--- src/rtl/mult_share_arb.sv ---
// Purpose : shares one sequential M-bit multiplier core between N requesters.
// Latency : accept at T, mul_start at T+1, rsp_valid at T+2+L (L = core latency).
// Backpr. : one multiply in flight; req_ready is withheld outside IDLE, and RESP holds until rsp_ready[g].
//
// Ports:
//   clk, rst                 - clock, asynchronous active-high reset
//   req_valid/req_ready      - per-requester request handshake (req_ready is a one-hot pulse)
//   req_a, req_b             - packed operands, requester i uses bits [i*M +: M]
//   rsp_valid/rsp_ready      - per-requester response handshake (rsp_valid is one-hot)
//   rsp_p                    - shared 2*M-bit product bus
//   mul_start/mul_a/mul_b    - command to the multiplier core
//   mul_done/mul_p           - result from the multiplier core
//   busy, grant_id           - status: not IDLE, index of current/most recent grant
//
// Build option: define MULT_ARB_RR_EN for round-robin arbitration; otherwise
// fixed priority (lowest index wins) and no last-grant pointer exists.

module mult_share_arb #(
    parameter int M = 12,
    parameter int N = 4
) (
    input  logic                   clk,
    input  logic                   rst,
    input  logic [N-1:0]           req_valid,
    input  logic [N*M-1:0]         req_a,
    input  logic [N*M-1:0]         req_b,
    output logic [N-1:0]           req_ready,
    output logic [N-1:0]           rsp_valid,
    input  logic [N-1:0]           rsp_ready,
    output logic [2*M-1:0]         rsp_p,
    output logic                   mul_start,
    output logic [M-1:0]           mul_a,
    output logic [M-1:0]           mul_b,
    input  logic                   mul_done,
    input  logic [2*M-1:0]         mul_p,
    output logic                   busy,
    output logic [$clog2(N)-1:0]   grant_id
);

    localparam int IW = $clog2(N);

    typedef enum logic [1:0] {
        S_IDLE  = 2'd0,
        S_ISSUE = 2'd1,
        S_WAIT  = 2'd2,
        S_RESP  = 2'd3
    } state_t;

    state_t          state;
    state_t          state_nxt;
    logic            win_found;
    logic [IW-1:0]   win_idx;
    logic [M-1:0]    win_a;
    logic [M-1:0]    win_b;
    logic            accept;
    logic            capture;
    logic            release_rsp;

    // ------------------------------------------------------------------
    // Arbiter
    // ------------------------------------------------------------------
`ifdef MULT_ARB_RR_EN
    logic [IW-1:0]   last_ptr;
    logic [IW-1:0]   rr_idx;

    // Search starts one past the last grant and wraps, so the most recently
    // served requester has the lowest priority next time.
    always_comb begin
        win_found = 1'b0;
        win_idx   = '0;
        rr_idx    = '0;
        for (int k = 1; k <= N; k++) begin
            rr_idx = IW'((int'(last_ptr) + k) % N);
            if (!win_found && req_valid[rr_idx]) begin
                win_found = 1'b1;
                win_idx   = rr_idx;
            end
        end
    end

    always_ff @(posedge clk or posedge rst) begin
        if (rst) begin
            last_ptr <= IW'(N - 1);
        end else if (release_rsp) begin
            last_ptr <= grant_id;
        end
    end
`else
    // Downward scan: the last assignment made is the lowest set index.
    always_comb begin
        win_found = 1'b0;
        win_idx   = '0;
        for (int i = N - 1; i >= 0; i--) begin
            if (req_valid[IW'(i)]) begin
                win_found = 1'b1;
                win_idx   = IW'(i);
            end
        end
    end
`endif

    // Operand mux for the winning requester.
    always_comb begin
        win_a = '0;
        win_b = '0;
        for (int i = 0; i < N; i++) begin
            if (win_idx == IW'(i)) begin
                win_a = req_a[i*M +: M];
                win_b = req_b[i*M +: M];
            end
        end
    end

    // ------------------------------------------------------------------
    // FSM
    // ------------------------------------------------------------------
    always_ff @(posedge clk or posedge rst) begin
        if (rst) begin
            state <= S_IDLE;
        end else begin
            state <= state_nxt;
        end
    end

    always_comb begin
        state_nxt   = state;
        req_ready   = '0;
        rsp_valid   = '0;
        mul_start   = 1'b0;
        accept      = 1'b0;
        capture     = 1'b0;
        release_rsp = 1'b0;
        case (state)
            S_IDLE: begin
                // Gated by rst so every output reads 0 while reset is held.
                if (win_found && !rst) begin
                    req_ready[win_idx] = 1'b1;
                    accept             = 1'b1;
                    state_nxt          = S_ISSUE;
                end
            end
            S_ISSUE: begin
                mul_start = 1'b1;
                state_nxt = S_WAIT;
            end
            S_WAIT: begin
                if (mul_done) begin
                    capture   = 1'b1;
                    state_nxt = S_RESP;
                end
            end
            S_RESP: begin
                rsp_valid[grant_id] = 1'b1;
                if (rsp_ready[grant_id]) begin
                    release_rsp = 1'b1;
                    state_nxt   = S_IDLE;
                end
            end
            default: state_nxt = S_IDLE;
        endcase
    end

    // ------------------------------------------------------------------
    // Datapath registers
    // ------------------------------------------------------------------
    always_ff @(posedge clk or posedge rst) begin
        if (rst) begin
            mul_a    <= '0;
            mul_b    <= '0;
            grant_id <= '0;
            rsp_p    <= '0;
        end else begin
            if (accept) begin
                mul_a    <= win_a;
                mul_b    <= win_b;
                grant_id <= win_idx;
            end
            if (capture) begin
                rsp_p <= mul_p;
            end
        end
    end

    assign busy = (state != S_IDLE);

endmodule

--- config.mk ---
export PLATFORM = sky130hd
export DESIGN_NAME = mult_share_arb
export DESIGN_NICKNAME = d
export VERILOG_FILES = /design/src/rtl/mult_share_arb.sv
export SDC_FILE = /design/constraint.sdc
export NUM_CORES = 1
export LEC_CHECK = 0
export ABC_AREA = 1
export ABC_CLOCK_PERIOD_IN_PS = 5700
export CAP_MARGIN = 20
export CORE_MARGIN = 4
export CORE_UTILIZATION = 25
export CTS_BUF_LIST = sky130_fd_sc_hd__clkbuf_4 sky130_fd_sc_hd__clkbuf_8 sky130_fd_sc_hd__clkbuf_16
export CTS_CLUSTER_DIAMETER = 40
export CTS_CLUSTER_SIZE = 28
export DETAILED_ROUTE_END_ITERATION = 7
export GPL_TIMING_DRIVEN = 0
export PLACE_DENSITY = 0.65
export SLEW_MARGIN = 20
export SYNTH_ARGS = -nofsm -noshare
export SYNTH_HDL_FRONTEND = slang
export SYNTH_SLANG_ARGS = --single-unit
--- constraint.sdc ---
create_clock -name clk -period 5.7 [get_ports clk]
set_input_delay 1.14 -clock clk [delete_from_list [all_inputs] [get_ports clk]]
set_output_delay 1.14 -clock clk [all_outputs]
set_load 0.03 [all_outputs]
; Word-level counts from Yosys, hierarchy flattened
; Index checks and enable logic that the tools add are counted.
[totals]
register_bits = 52
in_bits = 131
wordCells = 56
output_inout_bits = 60
[classes]
n_reduce_logical = 8
mux = 30
eq_ne = 9
order_cmp = 4
[ops]
columns = cell, count
row1 = 12-bit two-way mux, 8
row2 = 4-bit two-way mux, 3
row3 = 1-bit two-way mux, 10
row4 = 2-bit two-way mux, 5
row5 = 2-bit equality test (second input constant), 4
row6 = 2-bit one-hot mux with 4 select lines, 1
row7 = 2-bit by 3-bit less-than comparator with 1-bit output (second input constant), 2
row8 = 2-bit != test (second input constant), 3
row9 = 1-bit demux with 2-bit select, 2
row10 = 2-bit by 1-bit equality test with 1-bit output (second input constant), 2
row11 = 2-bit by 1-bit >= comparator with 1-bit output (second input constant), 2
row12 = 2-bit logical NOT, 2
row13 = 1-bit logical AND, 3
row14 = 3-bit AND reduction, 1
row15 = 1-bit binary-select mux with 2-bit select, 1
row16 = 2-bit nonzero test, 1
row17 = 1-bit logical NOT, 1

; Depth between registers and ports, before layout
; Gate-level depths: netlist (run 1).
[depth]
ltp_word = 8
mapped_depth = 8
mapped_depth_nobuf = 8

; Worst setup path before layout (run 1)
; No wires, ideal clock.
[synth_timing]
path_kind = input to output
from = input port rst
to = output port req_ready[0]
setup_slack_ns = 2.192
stages = 4
arrival_time_ns = 2.368
t_required_ns = 4.560
cell_sequence = inv_2 nand2_4 nor2_8 buf_8
[synth_between]
elab_chain_cells = 4
[synth_lines]
columns = element, line
row1 = "start, declared", 23  ; input logic rst,
row2 = 1-bit logical NOT (no source line), -
row3 = 1-bit logical AND, 136  ; if (win_found && !rst) begin
row4 = 4-bit two-way mux, 136
row5 = 4-bit two-way mux, 133  ; case (state)
row6 = "end, declared", 27  ; output logic [N-1:0] req_ready,
; Every way passes these cells.

; Worst setup path in the final report (run 1)
; Ends and elaborated chain as after synthesis.

==> results of run 1 <==
-- final cells by class --
class                   count  area (sq um)  share of cell area, %
flip-flops and latches     51          1276                  32.93
plain buffers              13         115.1                  2.971
clock inverters             2         35.03                 0.9041
multi-input cells         149         862.1                  22.25
clock buffers               6         82.58                  2.131
repair buffers            132          1321                  34.10
inverters                  12         47.55                  1.227
well taps                 108         135.1                  3.487
-- synthesized netlist by cell type (2+ instances only) --
| cell | number |
|---|---|
| buf_4 | 7 |
| nor2_1 | 3 |
| nand4_1 | 2 |
| mux2_2 | 24 |
| nand2_1 | 79 |
| nand3_1 | 26 |
| dfrtp_1 | 51 |
| inv_1 | 10 |
| buf_8 | 2 |
| nor2_8 | 2 |
| ha_1 | 4 |
| buf_6 | 2 |
| buf_2 | 2 |
| inv_2 | 2 |
-- power by group --
| part | switching (mW) | internal (mW) |
|---|---|---|
| Combinational | 0.656 | 0.536 |
| Sequential | 0.0917 | 0.539 |
| Clock | 0.120 | 0.142 |
| Total | 0.868 | 1.22 |
-- sequential cells by signal, indices dropped and copies added (netlist names) --
signal / cells
rsp_p: 24
mul_b: 12
grant_id: 1
state: 2
mul_a: 12
-- critical path, stage by stage --
cell             delay (ps)
clkdlybuf4s50_1         460
inv_4                   520
nand2_4                 260
nor2_8                  230
buf_8                   160
clkdlybuf4s50_1         670
-- per-layer routing --
| metal | track usage, % | vias to the layer above | part of all wire [%] |
|---|---|---|---|
| met3 | 4.602 | 5 | 9.5 |
| met2 | 18.46 | 96 | 45 |
| li1 | - | 979 | - |
| met1 | 14.36 | 934 | 45 |
| met4 | 2.279 | 0 | 0.72 |
| met5 | 0 | - | 0 |
-- final timing paths --
kind	startpoint	to
min	mul_a[0]	mul_a[0]
max	rst	req_ready[0]
min in group asynchronous	rst	grant_id[0]
min reg2reg	mul_a[0]	mul_a[0]
max in group asynchronous	rst	mul_a[0]
max reg2reg	state[0]	mul_a[5]
-- cell families (layout without fill, tap and decap cells) --
logic type	count (synthesis)	count (layout)	share of synthesized area, %
AO/OA/AOI/OAI	1	1	0.2190
adder cells (fa/ha/maj)	4	4	2.192
AND/OR/NAND/NOR	115	115	22.68
buffers and inverters	25	165	7.014
other	1	5	0.1642
flip-flops	51	51	55.89
multiplexers	24	24	11.84
==> metrics.csv, run 1 <==
metric,value,unit
Mapped Avg Cell Area,10.33,sq um
Pre-Repair DR Iteration Count,4,
Rel. slew slack,55.96,%
worst-margin pin slew,660.7,ps
Synth area leader,dfrtp_1,
FILL cells,871,
postcts setup bufs,0,
number of max-cap violations,0,
number of synthesized register bits,51,
# IOs,191,
CTS tree,yes,
GRT overflow,0,
# resized after CTS,0,
DP Cell Count,465,
Worst R2R Setup Slack,4170,ps
R2R depth,7,
layout cells sized above 1,14.25,%
design area,0.003875,sq mm
Sink Count,51,
Worst Setup Path Type,primary input to primary output,
Worst-Skew Late Latency,300,ps
Worst VDD drop,0.1941,mV
crit path launch type,primary input,
Post-Syn Instances,221,
Die H,103.6,um
deepest level of the CTS H-tree,2,
setup_tns,0,ps
depth of the worst hold-timing path,2,
row cnt,34,
Final Hold Viols,0,
fin util,44.00,%
critical path peak fanout,52,
DRT antenna net count,0,
Finished Layout Cells,473,
status,completed,
Final Critical Period,4606,ps
Power Total,2.085,mW
CP required,4560,ps
1st-iter DRT viols,69,
Tot GR Track Use,11.37,%
DIE AREA,0.01073,sq mm
initial antenna violation count,0,
top cell type's share of synthesized area,55.89,%
root buf cell,clkbuf_8,
Final Skew,4.853,ps
"Hold-fix buffers, CTS",0,
area grow syn2layout,69.70,%
Async SR Flop Fraction,100.0,%
routed length per instance,12.91,um
yosys synthesis warning count,0,
DP Worst Slack,1009,ps
Synth cell types,19,
Post-synth EDFFs,0,
routability cong.,0.7294,
port bufs,132,
vias per cell,4.258,
"leading cell types in the layout, fill and taps excluded","clkdlybuf4s50_1 (132), nand2_1 (79), dfrtp_1 (51)",
drt drc,0,
first-pass GRT wire length,10.18,mm
nets,499,
Critical Path AT,3470,ps
Max Transition Viols Final,0,
die width,103.6,um
Initial Util,25.93,%
core box area,0.008806,sq mm
number of buffers created by CTS,5,
Max Root-Sink Buffers,2,
post-DP HPWL,4.708,mm
"wirelength, routed",6.108,mm
Final Worst Setup Slack,1094,ps
Vias,2014,
Synth Cell Area,0.002283,sq mm
critical path capture point type,primary output,
final setup violation count,0,
Tcrit/Tclk final,80.81,%
Leak,1.749,nW
top_reg_cell synth,dfrtp_1,
register area share after synthesis,55.89,%
vias in the first global route,2068,
Hold WC Path Type,flip-flop to flip-flop,
largest net degree at the start of global routing,53,
clk slew on worst S/H paths,90,ps
Placed Area,0.003757,sq mm
n_diodes,0,
"commonest non-fill, non-tap cell in the layout",clkdlybuf4s50_1,
FMAX,0.2171,GHz
"top cells by area, synth","dfrtp_1 (56%), nand2_1 (13%), mux2_2 (12%)",
RSZ-0062 raised after global routing,false,
Power Density,538.1,mW/mm^2
Min Hold Slack,500.7,ps
No activity file was read; power rests on OpenSTA's default activity.
==> inputs of run 2 (changes only) <==
ABC_CLOCK_PERIOD_IN_PS = 4800   (was 5700)
clock period = 4.8 ns   (was 5.7 ns; I/O delays follow)
==> results of run 2 <==
The final DEF is identical to that of run 1. Status: completed.
Among the figures that moved: setup slack after placement 1009 ps -> 469.3 ps; setup slack after layout 1094 ps -> 554.0 ps; register-to-register setup slack 4170 ps -> 3270 ps; total power 2.085 mW -> 2.476 mW; worst IR drop on VDD 0.1941 mV -> 0.2304 mV
==> inputs of run 3 (changes only) <==
ABC_CLOCK_PERIOD_IN_PS = 3700   (was 4800)
PLACE_DENSITY = 0.68   (was 0.65)
SETUP_SLACK_MARGIN = 0.3   (was not set)
clock period = 3.7 ns   (was 4.8 ns; I/O delays follow)
==> run 3 against run 2 <==
  * Sequential share of layout area up 0.064 points
  * Utilization down 0.085 points
  * First-iteration DRC count down 14%
  * Largest power group unchanged
==> metrics.csv, run 3 (synthesis results as in run 1) <==
metric,value,unit,change
Max Root-Sink Buffers,2,,unchanged
nets,500,,+0.20%
HP Start,mul_a[6],,
Sink Count,51,,unchanged
RSZ-0062 raised after global routing,true,,
"CP delay by family, top",buffers and inverters,,
number of max-cap violations,0,,unchanged
Tcrit/Tclk final,88.26,%,
design area,0.003867,sq mm,-0.19%
port bufs,132,,unchanged
"commonest non-fill, non-tap cell in the layout",clkdlybuf4s50_1,,
DP Cell Count,465,,unchanged
Hold WC Path Type,flip-flop to flip-flop,,
vias in the first global route,1987,,-3.9%
area grow syn2layout,69.37,%,
Power Total,3.122,mW,
1st-iter DRT viols,59,,-14%
Finished Layout Cells,473,,unchanged
Pre-Repair DR Iteration Count,4,,unchanged
Worst Setup Path Type,primary input to primary output,,
die width,103.6,um,unchanged
number of buffers created by CTS,5,,unchanged
final setup violation count,0,,unchanged
Worst-Skew Late Latency,300,ps,about the same
routability cong.,0.6801,,-6.8%
Die H,103.6,um,unchanged
root buf cell,clkbuf_8,,
"wirelength, routed",5.986,mm,-2.0%
critical path peak fanout,26,,-50%
Max Transition Viols Final,0,,unchanged
"Cell Chain, Critical Path",clkdlybuf4s50_1 -> bufinv_16 -> nand2_4 -> nor2_8 -> buf_6 -> clkdlybuf4s15_1,,
status,completed,,
n_diodes,0,,unchanged
vias per cell,4.199,,-1.4%
max reg flops,24,,unchanged
largest net degree at the start of global routing,53,,unchanged
drt drc,0,,unchanged
Top reg by flops,rsp_p,,
Final Skew,3.383,ps,-1.470 ps
R2R Path End,rsp_p[23],,
R2R depth,5,,-2
# IOs,191,,unchanged
Vias,1986,,-1.4%
CP required,2960,ps,
DRT antenna net count,0,,unchanged
row cnt,34,,unchanged
Worst R2R Setup Slack,2180,ps,
DIE AREA,0.01073,sq mm,unchanged
core box area,0.008806,sq mm,unchanged
critical path capture point type,primary output,,
Tot GR Track Use,10.74,%,-0.63 points
clk slew on worst S/H paths,90,ps,about the same
"leading cell types in the layout, fill and taps excluded","clkdlybuf4s50_1 (130), nand2_1 (79), dfrtp_1 (51)",,
CP max-delay cell,clkdlybuf4s50_1,,
Worst VDD drop,0.3243,mV,
Placed Area,0.003757,sq mm,unchanged
depth of the worst hold-timing path,2,,unchanged
postcts setup bufs,0,,unchanged
FMAX,0.3062,GHz,
routed length per instance,12.66,um,-2.0%
first-pass GRT wire length,9.535,mm,-6.4%
biggest regs,"rsp_p: 24 flops, mul_a: 12 flops, mul_b: 12 flops",,
Power Density,807.2,mW/mm^2,
R2R Path Start,state[0],,
layout cells sized above 1,14.52,%,+0.27 points
Buf/Inv on CP,4,,unchanged
Initial Util,25.93,%,unchanged
Final Hold Viols,0,,unchanged
crit-path max cell delay,560,ps,-110 ps
Leak,1.748,nW,about the same
CTS tree,yes,,
deepest level of the CTS H-tree,2,,unchanged
initial antenna violation count,0,,unchanged
Final Critical Period,3266,ps,
crit path launch type,primary input,,
GRT overflow,0,,unchanged
Worst Hold End,mul_a[6],,
Min Hold Slack,502.4,ps,+1.653 ps
post-DP HPWL,4.551,mm,-3.3%
Critical Path AT,2530,ps,
run 3: cell types whose count changed in the layout (fill, tap and decap cells not counted), sizes merged:
| cell | delta |
|---|---|
| clkdlybuf4s50 | -2 |
| clkdlybuf4s15 | +1 |
| clkinv | +1 |
run 3: worst min-delay path, cell delays in order (launching register included):
cell     delay [ps]
dfrtp_1         350
nand2_1          50
nand3_1          70
run 3: power breakdown:
| group | total (mW) | switching [mW] | internal (mW) |
|---|---|---|---|
| logic | 1.83 | 1.01 | 0.827 |
| registers | 0.973 | 0.142 | 0.831 |
| clock network | 0.315 | 0.185 | 0.130 |
run 3: worst max path at each step:
stage / startpoint / to / slack, ps / cells past startpoint
6_report: rst / req_ready[1] / 430 / 6
5_1_grt: rst / req_ready[1] / 300 / 6
4_1_cts: rst / req_ready[0] / 410 / 6
3_5_place_dp: rst / req_ready[0] / -160 / 6
3_3_place_gp: rst / req_ready[0] / -560 / 6
2_1_floorplan: rst / req_ready[0] / 990 / 4
run 3: through the flow:
step / setup WS, ps / setup TNS, ps / util, %
2_1_floorplan: 992.4 / 0 / -
4_1_cts: 414.7 / 0 / 43.85
3_3_place_gp: -555.3 / -1100 / 42.64
3_5_place_dp: -160.9 / -317.6 / 42.67
6_report: 434.2 / 0 / 43.92
5_1_grt: 295.6 / 0 / 43.92
run 3: timing repair:
| item | CTS | global route |
|---|---|---|
| gates resized for setup | 6 | 3 |
| setup endpoints to repair | 2 | 2 |
| hold buffers | 0 | 0 |
| cloned | 0 | 1 |
run 3: cell type report:
type | instances | area, sq um
Buffer | 13 | 115.1
Clock buffer | 5 | 68.82
Clock inverter | 2 | 13.76
Fill cell | 869 | 4938
Inverter | 12 | 71.32
Multi-Input combinational cell | 149 | 862.1
Sequential cell | 51 | 1276
Tap cell | 108 | 135.1
Timing Repair Buffer | 132 | 1316
Timing Repair inverter | 1 | 8.758
run 3: routing by layer:
layer	GRT usage (%)	routed length, um	part of all wire (%)
met1	13.32	2627	44
met2	16.96	2640	44
met3	5.286	675	11
met4	2.279	42	0.70
met5	0	0	0
